==> src/rtl/aes_key_sched_ctrl_pkg.sv <==
// Shared definitions for the AES key-schedule controller slice.
//   KEY_LEN         : cipher key / round key width in bits
//   NUMS_OF_ROUND   : number of expanded round keys (rounds 1..NUMS_OF_ROUND)
//   RK_IDX_W        : width of the round-key index on the lookup port
//   CNT_W           : width of the expansion timeout counter
//   TIMEOUT_CYC_DEF : default timeout budget in EXPAND cycles
//   state_t         : controller state encoding
package aes_pkg;

    localparam int KEY_LEN         = 128;
    localparam int NUMS_OF_ROUND   = 10;
    localparam int RK_IDX_W        = 4;
    localparam int CNT_W           = 8;
    localparam int TIMEOUT_CYC_DEF = 255;

    typedef logic [KEY_LEN-1:0]  key_t;
    typedef logic [RK_IDX_W-1:0] rk_idx_t;

    typedef enum logic [1:0] {
        ST_IDLE   = 2'd0,
        ST_EXPAND = 2'd1,
        ST_READY  = 2'd2,
        ST_ERROR  = 2'd3
    } state_t;

endpackage

==> src/rtl/aes_key_sched_ctrl_if.sv <==
// Host-side bus of the key-schedule controller.
//   key_in/key_valid/key_ready : cipher key offer with valid/ready handshake
//   rk_req/rk_idx              : round-key lookup request from the round engine
//   rk_valid/rk_key/rk_err     : registered lookup response, one cycle later
// master = key host / round engine side, slave = controller side.
interface aes_key_sched_ctrl_if;
    import aes_pkg::*;

    key_t    key_in;
    logic    key_valid;
    logic    key_ready;
    logic    rk_req;
    rk_idx_t rk_idx;
    logic    rk_valid;
    key_t    rk_key;
    logic    rk_err;

    modport master (
        output key_in, key_valid, rk_req, rk_idx,
        input  key_ready, rk_valid, rk_key, rk_err
    );

    modport slave (
        input  key_in, key_valid, rk_req, rk_idx,
        output key_ready, rk_valid, rk_key, rk_err
    );

endinterface

==> src/rtl/aes_rk_select.sv <==
// Registered round-key lookup port.
//   clk, reset      : clock, asynchronous active-low reset
//   keys_ok         : controller is in READY this cycle
//   rk_req, rk_idx  : lookup request and round index (0..NUMS_OF_ROUND)
//   base_key        : round-0 key (the cipher key currently driven to KeyExpantion)
//   key_expan       : expanded keys, slice i holds the key for round i+1
//   rk_valid        : one-cycle response strobe, one cycle after rk_req
//   rk_key          : selected round key, zero on a rejected request
//   rk_err          : response is a rejection (bad index or keys not ready)
module aes_rk_select
    import aes_pkg::*;
(
    input  logic                             clk,
    input  logic                             reset,
    input  logic                             keys_ok,
    input  logic                             rk_req,
    input  rk_idx_t                          rk_idx,
    input  key_t                             base_key,
    input  logic [NUMS_OF_ROUND*KEY_LEN-1:0] key_expan,
    output logic                             rk_valid,
    output key_t                             rk_key,
    output logic                             rk_err
);

    logic rk_valid_d, rk_valid_q;
    key_t rk_key_d,   rk_key_q;
    logic rk_err_d,   rk_err_q;
    key_t sel_key;
    logic idx_ok;

    always_comb begin
        sel_key = base_key;
        for (int i = 1; i <= NUMS_OF_ROUND; i++) begin
            if (rk_idx == RK_IDX_W'(i)) begin
                sel_key = key_expan[(i-1)*KEY_LEN +: KEY_LEN];
            end
        end
        idx_ok = (rk_idx <= RK_IDX_W'(NUMS_OF_ROUND));

        rk_valid_d = rk_req;
        rk_err_d   = 1'b0;
        rk_key_d   = rk_key_q;       // key holds between requests
        if (rk_req) begin
            if (keys_ok && idx_ok) begin
                rk_key_d = sel_key;
            end else begin
                rk_err_d = 1'b1;
                rk_key_d = '0;
            end
        end
    end

    always_ff @(posedge clk or negedge reset) begin
        if (!reset) begin
            rk_valid_q <= 1'b0;
            rk_key_q   <= '0;
            rk_err_q   <= 1'b0;
        end else begin
            rk_valid_q <= rk_valid_d;
            rk_key_q   <= rk_key_d;
            rk_err_q   <= rk_err_d;
        end
    end

    assign rk_valid = rk_valid_q;
    assign rk_key   = rk_key_q;
    assign rk_err   = rk_err_q;

endmodule

==> src/rtl/aes_key_sched_ctrl.sv <==
// Sequencing controller between the key host and the KeyExpantion datapath.
// Accepts a cipher key, holds it on kx_key with kx_valid_in asserted until all
// round keys are valid, then serves round keys through a registered lookup port.
//   clk, reset   : clock, asynchronous active-low reset
//   bus (slave)  : key handshake and round-key lookup port
//   keys_ready   : all round keys valid and stable
//   busy         : expansion in progress
//   err_timeout  : sticky, last expansion ran out of time
//   kx_key       : key driven to KeyExpantion (registered)
//   kx_valid_in  : valid to KeyExpantion
//   kx_key_expan : expanded keys from KeyExpantion
//   kx_valid_out : per-round valid flags from KeyExpantion
module aes_key_sched_ctrl
    import aes_pkg::*;
#(
    parameter int TIMEOUT_CYC = TIMEOUT_CYC_DEF
) (
    input  logic                             clk,
    input  logic                             reset,
    aes_key_sched_ctrl_if.slave              bus,
    output logic                             keys_ready,
    output logic                             busy,
    output logic                             err_timeout,
    output key_t                             kx_key,
    output logic                             kx_valid_in,
    input  logic [NUMS_OF_ROUND*KEY_LEN-1:0] kx_key_expan,
    input  logic [NUMS_OF_ROUND-1:0]         kx_valid_out
);

    localparam logic [CNT_W-1:0] TIMEOUT_LIM = CNT_W'(TIMEOUT_CYC);

    state_t           state_d,       state_q;
    logic [CNT_W-1:0] cnt_d,         cnt_q;
    key_t             kx_key_d,      kx_key_q;
    logic             kx_valid_in_d, kx_valid_in_q;
    logic             key_ready_d,   key_ready_q;
    logic             keys_ready_d,  keys_ready_q;
    logic             busy_d,        busy_q;
    logic             err_timeout_d, err_timeout_q;

    logic accept;
    logic all_valid;

    assign accept    = bus.key_valid & key_ready_q;
    assign all_valid = &kx_valid_out;

    // NOTE: every signal gets a hold value before the case so no path leaves
    // it unassigned; otherwise synthesis infers a latch.
    always_comb begin
        state_d       = state_q;
        cnt_d         = cnt_q;
        kx_key_d      = kx_key_q;
        err_timeout_d = err_timeout_q;

        case (state_q)
            ST_IDLE, ST_ERROR: begin
                if (accept) state_d = ST_EXPAND;
            end
            ST_READY: begin
                // A lost valid_out bit means the keys can no longer be trusted:
                // re-enter EXPAND with the same key and a fresh timeout budget.
                if (accept || !all_valid) begin
                    state_d = ST_EXPAND;
                    cnt_d   = '0;
                end
            end
            ST_EXPAND: begin
                // Completion is checked first so it wins over a same-cycle timeout.
                if (all_valid) begin
                    state_d = ST_READY;
                end else begin
                    cnt_d = cnt_q + 1'b1;
                    if (cnt_q + 1'b1 == TIMEOUT_LIM) begin
                        state_d       = ST_ERROR;
                        err_timeout_d = 1'b1;
                    end
                end
            end
            default: state_d = ST_IDLE;
        endcase

        if (accept) begin
            kx_key_d      = bus.key_in;
            cnt_d         = '0;
            err_timeout_d = 1'b0;
        end

        // Status outputs are decoded from the next state and registered.
        key_ready_d   = (state_d != ST_EXPAND);
        busy_d        = (state_d == ST_EXPAND);
        keys_ready_d  = (state_d == ST_READY);
        kx_valid_in_d = (state_d == ST_EXPAND) || (state_d == ST_READY);
    end

    // NOTE: non-blocking assignments here so every flop samples pre-edge values,
    // independent of statement order.
    always_ff @(posedge clk or negedge reset) begin
        if (!reset) begin
            state_q       <= ST_IDLE;
            cnt_q         <= '0;
            kx_key_q      <= '0;
            kx_valid_in_q <= 1'b0;
            key_ready_q   <= 1'b1;
            keys_ready_q  <= 1'b0;
            busy_q        <= 1'b0;
            err_timeout_q <= 1'b0;
        end else begin
            state_q       <= state_d;
            cnt_q         <= cnt_d;
            kx_key_q      <= kx_key_d;
            kx_valid_in_q <= kx_valid_in_d;
            key_ready_q   <= key_ready_d;
            keys_ready_q  <= keys_ready_d;
            busy_q        <= busy_d;
            err_timeout_q <= err_timeout_d;
        end
    end

    // Lookups use the pre-edge state and key, so a request arriving with a new
    // key accept is still served from the old key.
    aes_rk_select u_rk_select (
        .clk       (clk),
        .reset     (reset),
        .keys_ok   (state_q == ST_READY),
        .rk_req    (bus.rk_req),
        .rk_idx    (bus.rk_idx),
        .base_key  (kx_key_q),
        .key_expan (kx_key_expan),
        .rk_valid  (bus.rk_valid),
        .rk_key    (bus.rk_key),
        .rk_err    (bus.rk_err)
    );

    assign bus.key_ready = key_ready_q;
    assign keys_ready    = keys_ready_q;
    assign busy          = busy_q;
    assign err_timeout   = err_timeout_q;
    assign kx_key        = kx_key_q;
    assign kx_valid_in   = kx_valid_in_q;

endmodule
==> src/flat_wrapper.sv <==
// flat-port wrapper written by rule: the top's interface ports become plain ports
module aes_key_sched_ctrl_flat import aes_pkg::*;
#(
    parameter int TIMEOUT_CYC = TIMEOUT_CYC_DEF
)
  (clk, reset, keys_ready, busy, err_timeout, kx_key, kx_valid_in, kx_key_expan, kx_valid_out, bus_key_in, bus_key_valid, bus_rk_req, bus_rk_idx, bus_key_ready, bus_rk_valid, bus_rk_key, bus_rk_err);
  aes_key_sched_ctrl_if bus_i ();
  input  logic clk;
  input  logic reset;
  output logic keys_ready;
  output logic busy;
  output logic err_timeout;
  output key_t kx_key;
  output logic kx_valid_in;
  input  logic [NUMS_OF_ROUND*KEY_LEN-1:0] kx_key_expan;
  input  logic [NUMS_OF_ROUND-1:0] kx_valid_out;
  input wire logic [$bits(bus_i.key_in)-1:0] bus_key_in;
  input wire logic [$bits(bus_i.key_valid)-1:0] bus_key_valid;
  input wire logic [$bits(bus_i.rk_req)-1:0] bus_rk_req;
  input wire logic [$bits(bus_i.rk_idx)-1:0] bus_rk_idx;
  output wire logic [$bits(bus_i.key_ready)-1:0] bus_key_ready;
  output wire logic [$bits(bus_i.rk_valid)-1:0] bus_rk_valid;
  output wire logic [$bits(bus_i.rk_key)-1:0] bus_rk_key;
  output wire logic [$bits(bus_i.rk_err)-1:0] bus_rk_err;
  assign bus_i.key_in = bus_key_in;
  assign bus_i.key_valid = bus_key_valid;
  assign bus_i.rk_req = bus_rk_req;
  assign bus_i.rk_idx = bus_rk_idx;
  assign bus_key_ready = bus_i.key_ready;
  assign bus_rk_valid = bus_i.rk_valid;
  assign bus_rk_key = bus_i.rk_key;
  assign bus_rk_err = bus_i.rk_err;
  aes_key_sched_ctrl #(.TIMEOUT_CYC(TIMEOUT_CYC)) u_core (.clk(clk), .reset(reset), .bus(bus_i), .keys_ready(keys_ready), .busy(busy), .err_timeout(err_timeout), .kx_key(kx_key), .kx_valid_in(kx_valid_in), .kx_key_expan(kx_key_expan), .kx_valid_out(kx_valid_out));
endmodule
==> config.mk <==
export PLATFORM = sky130hd
export DESIGN_NAME = aes_key_sched_ctrl_flat
export DESIGN_NICKNAME = d
export VERILOG_FILES = /design/src/rtl/aes_key_sched_ctrl_pkg.sv /design/src/rtl/aes_key_sched_ctrl_if.sv /design/src/rtl/aes_rk_select.sv /design/src/rtl/aes_key_sched_ctrl.sv /design/src/flat_wrapper.sv
export SDC_FILE = /design/constraint.sdc
export NUM_CORES = 1
export LEC_CHECK = 0
export ABC_AREA = 0
export CELL_PAD_IN_SITES_DETAIL_PLACEMENT = 0
export CELL_PAD_IN_SITES_GLOBAL_PLACEMENT = 1
export CORE_AREA = 10 10 654 656
export CTS_CLUSTER_SIZE = 10
export DETAILED_ROUTE_END_ITERATION = 8
export DIE_AREA = 0 0 664 666
export PLACE_DENSITY = 0.38
export SYNTH_ARGS = -nofsm -noshare
export SYNTH_HDL_FRONTEND = slang
export SYNTH_HIERARCHICAL = 1
export SYNTH_SLANG_ARGS = --single-unit
export TNS_END_PERCENT = 20
==> constraint.sdc <==
create_clock -name clk -period 2.82 [get_ports clk]
set_clock_uncertainty 0.15 [all_clocks]
set_input_delay 0.846 -clock clk [delete_from_list [all_inputs] [get_ports clk]]
set_output_delay 0.846 -clock clk [all_outputs]
set_load 0.05 [all_outputs]
==> results.json, run 1 <==
{
  "drc": 0,
  "hold_path.class": "reg2reg",
  "finalCriticalPeriod_ps": 2760,
  "grtUsageTotal_pct": 18.8,
  "final_area_sq_um": 57900,
  "start_kind": "input port",
  "core_area_sq_um": 415000,
  "numCtsBuffers": 51,
  "p_leak_nw": 21.5,
  "fin_crit_sh_pct": 97.8,
  "clock_latency_ps": 740,
  "syn_to_final_growth_pct": 110,
  "rsz0062_at_grt": "no",
  "htreeDepth": 2,
  "synth.avg_cell_area_sq_um": 8.02,
  "fmax_mhz": 363,
  "final_nets": 6881,
  "relSlewSlack_pct": 35.7,
  "path_clk_slew_ps": 60,
  "reg2reg_depth": 7,
  "grt_max_degree": 57,
  "rr_endpoint": "u_core/kx_valid_in",
  "status": "finished clean",
  "hold_slack_ps": 365,
  "start_util_pct": 6.64,
  "drive_gt1_share_pct": 21.4,
  "holdCritStartpoint": "u_core/u_rk_select/rk_key[122]",
  "max_cap_violations": 0,
  "ctsRootBufferMaster": "clkbuf_16",
  "synth-seq-cells": 273,
  "hpwl_um": 387000,
  "switching_share_pct": 49.6,
  "wl_um": 439000,
  "placed_cells": 10900,
  "io_buffers": 1688,
  "cp-startpoint": "bus_rk_idx[1]",
  "cts_sinks": 273,
  "ir_drop_mv": 0.508,
  "fin_cells": 11100,
  "drtIter0Drc": 3272,
  "postCtsSetupBuffers": 0,
  "cts_tree": "built",
  "grt_pass1_wl_um": 538000,
  "antenna_found_initial": 419,
  "synth_edf_count": 0,
  "ios": 1689,
  "p_int_mw": 16.5,
  "synth_warnings": 6,
  "power.density_nw_per_um2": 564,
  "critPathKind": "in2reg",
  "seqPwrFrac_pct": 22.9,
  "ys_seq_area_share_pct": 24.8,
  "p_comb_share_pct": 54.6,
  "syn_nets": 4870,
  "die_y_um": 666,
  "async_flop_share_pct": 100,
  "ant_nets": 0,
  "drt-vias-per-instance": 3.73,
  "syn-cell-area_sq_um": 27600,
  "synthDistinctLibCells": 86,
  "setup_viol": 0,
  "synth_ff_type": "dfrtp_1",
  "clockBufferDepth": 3,
  "place_area_sq_um": 55800,
  "r2r-start": "u_core/cnt_q[0]",
  "utilization_pct": 13.9,
  "path_max_fanout": 19,
  "worst-slew-pin-transition_ps": 954,
  "endpoint": "u_core/u_rk_select/rk_key[113]",
  "power.switching_mw": 16.2,
  "power.share.clock_pct": 22.4,
  "arrival_ps": 3190,
  "die_x_um": 664,
  "vias": 41400,
  "final_max_slew_viol_count": 0,
  "fp.dieArea_sq_um": 442000,
  "num_rows": 237,
  "synth_cells": 3437,
  "grt_pass1_vias": 42200,
  "critical_path_required_ps": 3250,
  "finalWeightedCongestion": 0.916,
  "grt_overflow": 0,
  "drt-wirelength-per-cell_um": 39.6,
  "cp-end-kind": "flip-flop",
  "hold_viol": 0,
  "firstDrtPassIters": 5,
  "rrSetupSlack_ps": 260
}
==> cell type report <==
type	count	area (sq um)
repair buffers	2369	23400
multi-input cells	2692	18400
clock buffers	62	1400
inverters	61	250
fillers	47300	357000
well taps	5497	6880
clock inverters	34	443
flip-flops and latches	273	6850
diodes	95	238
==> sequential cells by signal, summed over array words and instances, names as in the netlist <==
signal                       cells
u_core/busy                      1
u_core/state_q                   2
u_core/u_rk_select/rk_err        1
u_core/keys_ready                1
u_core/u_rk_select/rk_valid      1
u_core/kx_valid_in               1
u_core/kx_key                  128
u_core/err_timeout               1
u_core/u_rk_select/rk_key      128
u_core/bus.key_ready             1
u_core/cnt_q                     8
==> stage by stage <==
stage	setup WS [ps]	setup TNS (ps)	power, mW
finish	61.9	0	32.6
global route	10.4	0	34.1
CTS	-1.41	-1.41	33.4
detailed placement	-704	-38770	26.0
global placement	-752	-36900	26.1
floorplan	173	0	15.0
==> what timing repair did <==
action                                  in CTS  in global routing
cloned                                       0                  0
pin swaps                                    0                  0
hold endpoints to repair                    14                  0
endpoints found under the setup margin     165                  2
resized for setup                          297                  1
hold buffers                                 1                  0
==> cell usage after synthesis, types with 16 or more instances <==
cell | n | area, sq um
a21oi_1 | 220 | 1100
o221ai_1 | 56 | 490
a211oi_1 | 16 | 120
nand2b_1 | 24 | 150
mux2i_1 | 140 | 1400
o221a_2 | 16 | 180
mux2_2 | 114 | 1280
a21boi_0 | 18 | 135
nor4b_1 | 41 | 359
a22o_1 | 47 | 412
a221oi_2 | 39 | 586
buf_2 | 171 | 856
o21ai_0 | 383 | 1920
nor2_1 | 247 | 927
inv_1 | 61 | 229
nand2_1 | 178 | 668
a31oi_1 | 20 | 125
o2bb2ai_1 | 77 | 674
a32oi_1 | 40 | 350
buf_6 | 37 | 417
a221oi_1 | 90 | 788
nor4_1 | 35 | 219
nor2b_1 | 60 | 375
a22oi_1 | 90 | 676
o31ai_1 | 17 | 128
buf_4 | 26 | 195
o22ai_1 | 81 | 507
o21bai_1 | 45 | 338
o21ai_1 | 95 | 475
mux2_1 | 29 | 327
a21o_1 | 58 | 435
a2bb2oi_1 | 47 | 412
and3_1 | 34 | 213
dfrtp_1 | 272 | 6810
clkbuf_1 | 151 | 567
nand3_1 | 74 | 370
buf_1 | 19 | 71.3
o21a_1 | 90 | 676
nor3_1 | 32 | 160
o2111ai_1 | 51 | 447
==> per-layer routing <==
| metal | routed length (um) | up-vias | track usage [%] |
|---|---|---|---|
| met5 | 1180 | - | 0 |
| met4 | 13300 | 176 | 4.47 |
| met3 | 36000 | 796 | 6.08 |
| met2 | 225000 | 2307 | 35.0 |
| met1 | 163000 | 20600 | 20.6 |
| li1 | - | 17500 | - |
==> placed cells by master (no fill, tap or decap), types with 32 or more instances in the layout <==
cell type	n
nor4_1	35
nand2_1	175
a21o_1	58
clkdlybuf4s50_1	1419
nor4b_1	41
a221oi_1	90
nand3_1	74
a32oi_1	40
nor3_1	32
clkbuf_16	51
a22o_1	47
mux2i_1	140
buf_12	132
buf_4	658
dfrtp_1	260
a21oi_1	220
mux2_2	114
o221ai_1	56
a22oi_1	90
dlygate4sd2_1	74
nor2b_1	56
o21a_1	90
o22ai_1	80
o21bai_1	45
o2bb2ai_1	77
and3_1	34
o2111ai_1	51
o21ai_1	95
o21ai_0	383
diode_2	95
a221oi_2	39
a2bb2oi_1	47
nor2_1	244
clkdlybuf4s15_2	53
inv_1	57
==> kinds of logic (layout without fill, tap and decap cells) <==
| family | Yosys count | count (layout) | share of synthesized area, % |
|---|---|---|---|
| compound gates | 1632 | 1632 | 41.1 |
| xor+xnor | 1 | 1 | 0.0318 |
| fa+ha+maj | 7 | 7 | 0.318 |
| buf+inv | 472 | 2526 | 8.87 |
| flops | 273 | 273 | 24.8 |
| mux | 283 | 283 | 10.9 |
| other cells | 0 | 95 | 0 |
| simple gates | 769 | 769 | 13.9 |
==> power groups by stage <==
stage               Clock (mW)  Sequential [mW]  Combinational [mW]
floorplan                    0             10.3                4.67
global placement             0             7.61                18.4
detailed placement           0             7.61                18.4
CTS                       7.67             7.58                18.2
global route              7.74             7.65                18.7
finish                    7.32             7.48                17.8
==> worst max-delay path: stages <==
cell and delay (ps):
buf_8 200, buf_12 170, buf_4 330, buf_4 260, nand3b_2 110, buf_12 170
o22ai_1 130, o21ai_0 240, a22oi_1 470, o31ai_1 180
==> how the worst min path moves through the flow <==
stage,endpoint,slack [ps],cells after the start
global placement,u_core/err_timeout,350,1
CTS,u_core/err_timeout,370,1
floorplan,u_core/cnt_q[7],350,1
global route,u_core/err_timeout,380,1
detailed placement,u_core/err_timeout,350,1
finish,u_core/u_rk_select/rk_key[122],360,2
(Power assumes the default switching activity.)
==> run 2, diff against run 1 <==
--- a/config.mk
+++ b/config.mk
@@ -8,13 +8,13 @@
 export ABC_AREA = 0
 export CELL_PAD_IN_SITES_DETAIL_PLACEMENT = 0
 export CELL_PAD_IN_SITES_GLOBAL_PLACEMENT = 1
-export CORE_AREA = 10 10 654 656
+export CORE_AREA = 10 10 657 659
 export CTS_CLUSTER_SIZE = 10
 export DETAILED_ROUTE_END_ITERATION = 8
-export DIE_AREA = 0 0 664 666
-export PLACE_DENSITY = 0.38
+export DIE_AREA = 0 0 667 669
+export HOLD_SLACK_MARGIN = 0.02
+export PLACE_DENSITY = 0.37
 export SYNTH_ARGS = -nofsm -noshare
 export SYNTH_HDL_FRONTEND = slang
-export SYNTH_HIERARCHICAL = 1
 export SYNTH_SLANG_ARGS = --single-unit
 export TNS_END_PERCENT = 20
==> results.json, run 2 <==
{
  "path_clk_slew_ps": 60,
  "numCtsBuffers": 48,
  "hpwl_um": 360000,
  "htreeDepth": 2,
  "grtUsageTotal_pct": 17.2,
  "start_util_pct": 6.25,
  "pre_cts_ws_ps": -759,
  "fin_cells": 10800,
  "critPathSlowestCell": "o21ai_0",
  "fp.dieArea_sq_um": 446000,
  "io_buffers": 1688,
  "cp-end-kind": "flip-flop",
  "hold_path.class": "reg2reg",
  "violations": "negative setup slack",
  "critical_path_required_ps": 3290,
  "vias": 39000,
  "die_x_um": 667,
  "critPathKind": "in2reg",
  "fillCellCount": 48000,
  "path_max_fanout": 20,
  "synth_warnings": 0,
  "setup_viol": 1,
  "utilization_pct": 13.4,
  "antenna_found_initial": 363,
  "syn-cell-area_sq_um": 26200,
  "max_cap_violations": 0,
  "placed_cells": 10600,
  "synth.avg_cell_area_sq_um": 8.28,
  "drt-vias-per-instance": 3.60,
  "path_common_cell": "buf_12",
  "grt_pass1_vias": 39400,
  "start_kind": "input port",
  "ys_seq_area_share_pct": 26.1,
  "layout_common_cells": "clkdlybuf4s50_1, buf_4, o21ai_0",
  "drtIter0Drc": 3439,
  "fin_ws_ps": -23.2,
  "relSlewSlack_pct": 23.9,
  "ys_top_cells_by_area": "dfrtp_1, o21ai_0, mux2_2",
  "die_y_um": 669,
  "crit_chain": "buf_8 -> buf_12 -> buf_12 -> mux2i_1 -> buf_4 -> o21ai_0 -> o2111ai_1 -> a31oi_1 -> a221o_1",
  "synth_top_area_cell": "dfrtp_1",
  "wl_um": 408000,
  "firstDrtPassIters": 6,
  "syn_to_final_growth_pct": 115,
  "num_rows": 238,
  "p_leak_nw": 21.1,
  "finalCriticalPeriod_ps": 2840,
  "clock_latency_ps": 720,
  "power.density_nw_per_um2": 518,
  "synthTopCellsByCount": "o21ai_0, dfrtp_1, a21oi_1",
  "critical_path_buf_inv_count": 4,
  "synth_top_area_share_pct": 26.0,
  "ant_nets": 0,
  "cts_tree": "built",
  "fin_crit_sh_pct": 101,
  "final_nets": 6555,
  "ios": 1689,
  "async_flop_share_pct": 100,
  "postCtsSetupBuffers": 0,
  "synth_ff_type": "dfrtp_1",
  "drt-wirelength-per-cell_um": 37.6,
  "arrival_ps": 3310,
  "synth-seq-cells": 273,
  "synthDistinctLibCells": 78,
  "ctsRootBufferMaster": "clkbuf_16",
  "finalSetupTns_ps": -23.2,
  "status": "finished, violations left",
  "final_common_cell": "clkdlybuf4s50_1",
  "finalWeightedCongestion": 0.883,
  "clockBufferDepth": 3,
  "synth.most_common_cell": "o21ai_0",
  "drc": 0,
  "grt_pass1_wl_um": 495000,
  "syn_nets": 4595,
  "slowest_delay_ps": 860,
  "rsz0062_at_grt": "no",
  "core_area_sq_um": 419000,
  "final_max_slew_viol_count": 0,
  "grt_overflow": 0,
  "synth_cells": 3162,
  "fmax_mhz": 352,
  "hold_viol": 0,
  "drive_gt1_share_pct": 21.0,
  "worst-slew-pin-transition_ps": 1130,
  "ir_drop_mv": 0.512,
  "timing.critical_path.max_delay_family": "compound AO/OA/AOI/OAI gates",
  "cts_sinks": 273,
  "synth_edf_count": 0,
  "hold_slack_ps": 334,
  "grt_max_degree": 50
}
[run 2: through the flow]
stage | total power, mW | cell area (sq um)
after global routing | 30.3 | 56000
after floorplan | 13.3 | 26200
after detailed placement | 22.8 | 54100
final | 29.1 | 56200
after global placement | 22.8 | 54100
after CTS | 29.7 | 55800
[run 2: logic make-up (layout without fill, tap and decap cells)]
| group | count (synthesis) | after routing | synth area share, % |
|---|---|---|---|
| AOI/OAI and AO/OA | 1594 | 1594 | 42.8 |
| DFF | 273 | 273 | 26.1 |
| other | 0 | 165 | 0 |
| buffers and inverters | 444 | 2440 | 8.33 |
| and+or+nand+nor | 561 | 561 | 10.9 |
| adders and majority gates | 7 | 7 | 0.334 |
| xor gates and xnor gates | 3 | 3 | 0.100 |
| muxes | 280 | 280 | 11.5 |
[run 2: metal layers]
metal | routed length [um] | part of all wire (%) | track usage (%) | vias to the layer above
met5 | 1080 | 0.26 | 0 | -
met4 | 11000 | 2.7 | 4.42 | 164
met3 | 42800 | 10 | 7.33 | 619
met2 | 196000 | 48 | 29.6 | 2205
met1 | 156000 | 38 | 19.7 | 19500
li1 | - | - | - | 16600
[run 2: final cells by class]
class / count / area [sq um] / share of cell area [%]
diodes: 165 / 413 / 0.735
clock inverters: 21 / 303 / 0.539
well taps: 5520 / 6910 / 12.3
flip-flops and latches: 273 / 6840 / 12.2
multi-input cells: 2445 / 17300 / 30.8
clock buffers: 65 / 1380 / 2.45
inverters: 64 / 256 / 0.457
repair buffers: 2290 / 22800 / 40.6
[run 2: what timing repair did]
item                       4_1_cts  5_1_grt
pin swaps                        0        0
hold endpoints to repair        27        0
hold buffers                     1        0
setup endpoints to repair      162        3
gates resized for setup        260        2
[run 2: where the power goes]
group / total (mW) / switching [mW] / leakage, nW / internal, mW
Clock: 6.86 / 2.82 / 0.822 / 4.03
Combinational: 15.3 / 9.00 / 16.7 / 6.31
Sequential: 6.93 / 2.01 / 3.51 / 4.91
[run 2: final timing paths]
kind                              startpoint  cells past startpoint  slack, ps                       endpoint
setup / recovery               bus_rk_idx[1]                      9        -20  u_core.u_rk_select.rk_key[89]
hold / removal               u_core.cnt_q[7]                      1        330                u_core.cnt_q[7]
setup reg to reg           u_core.state_q[0]                     10        150  u_core.u_rk_select.rk_key[93]
hold reg to reg              u_core.cnt_q[7]                      1        330                u_core.cnt_q[7]
max in group asynchronous              reset                      4       1110             u_core.kx_key[116]
min in group asynchronous              reset                      2        440  u_core.u_rk_select.rk_key[21]
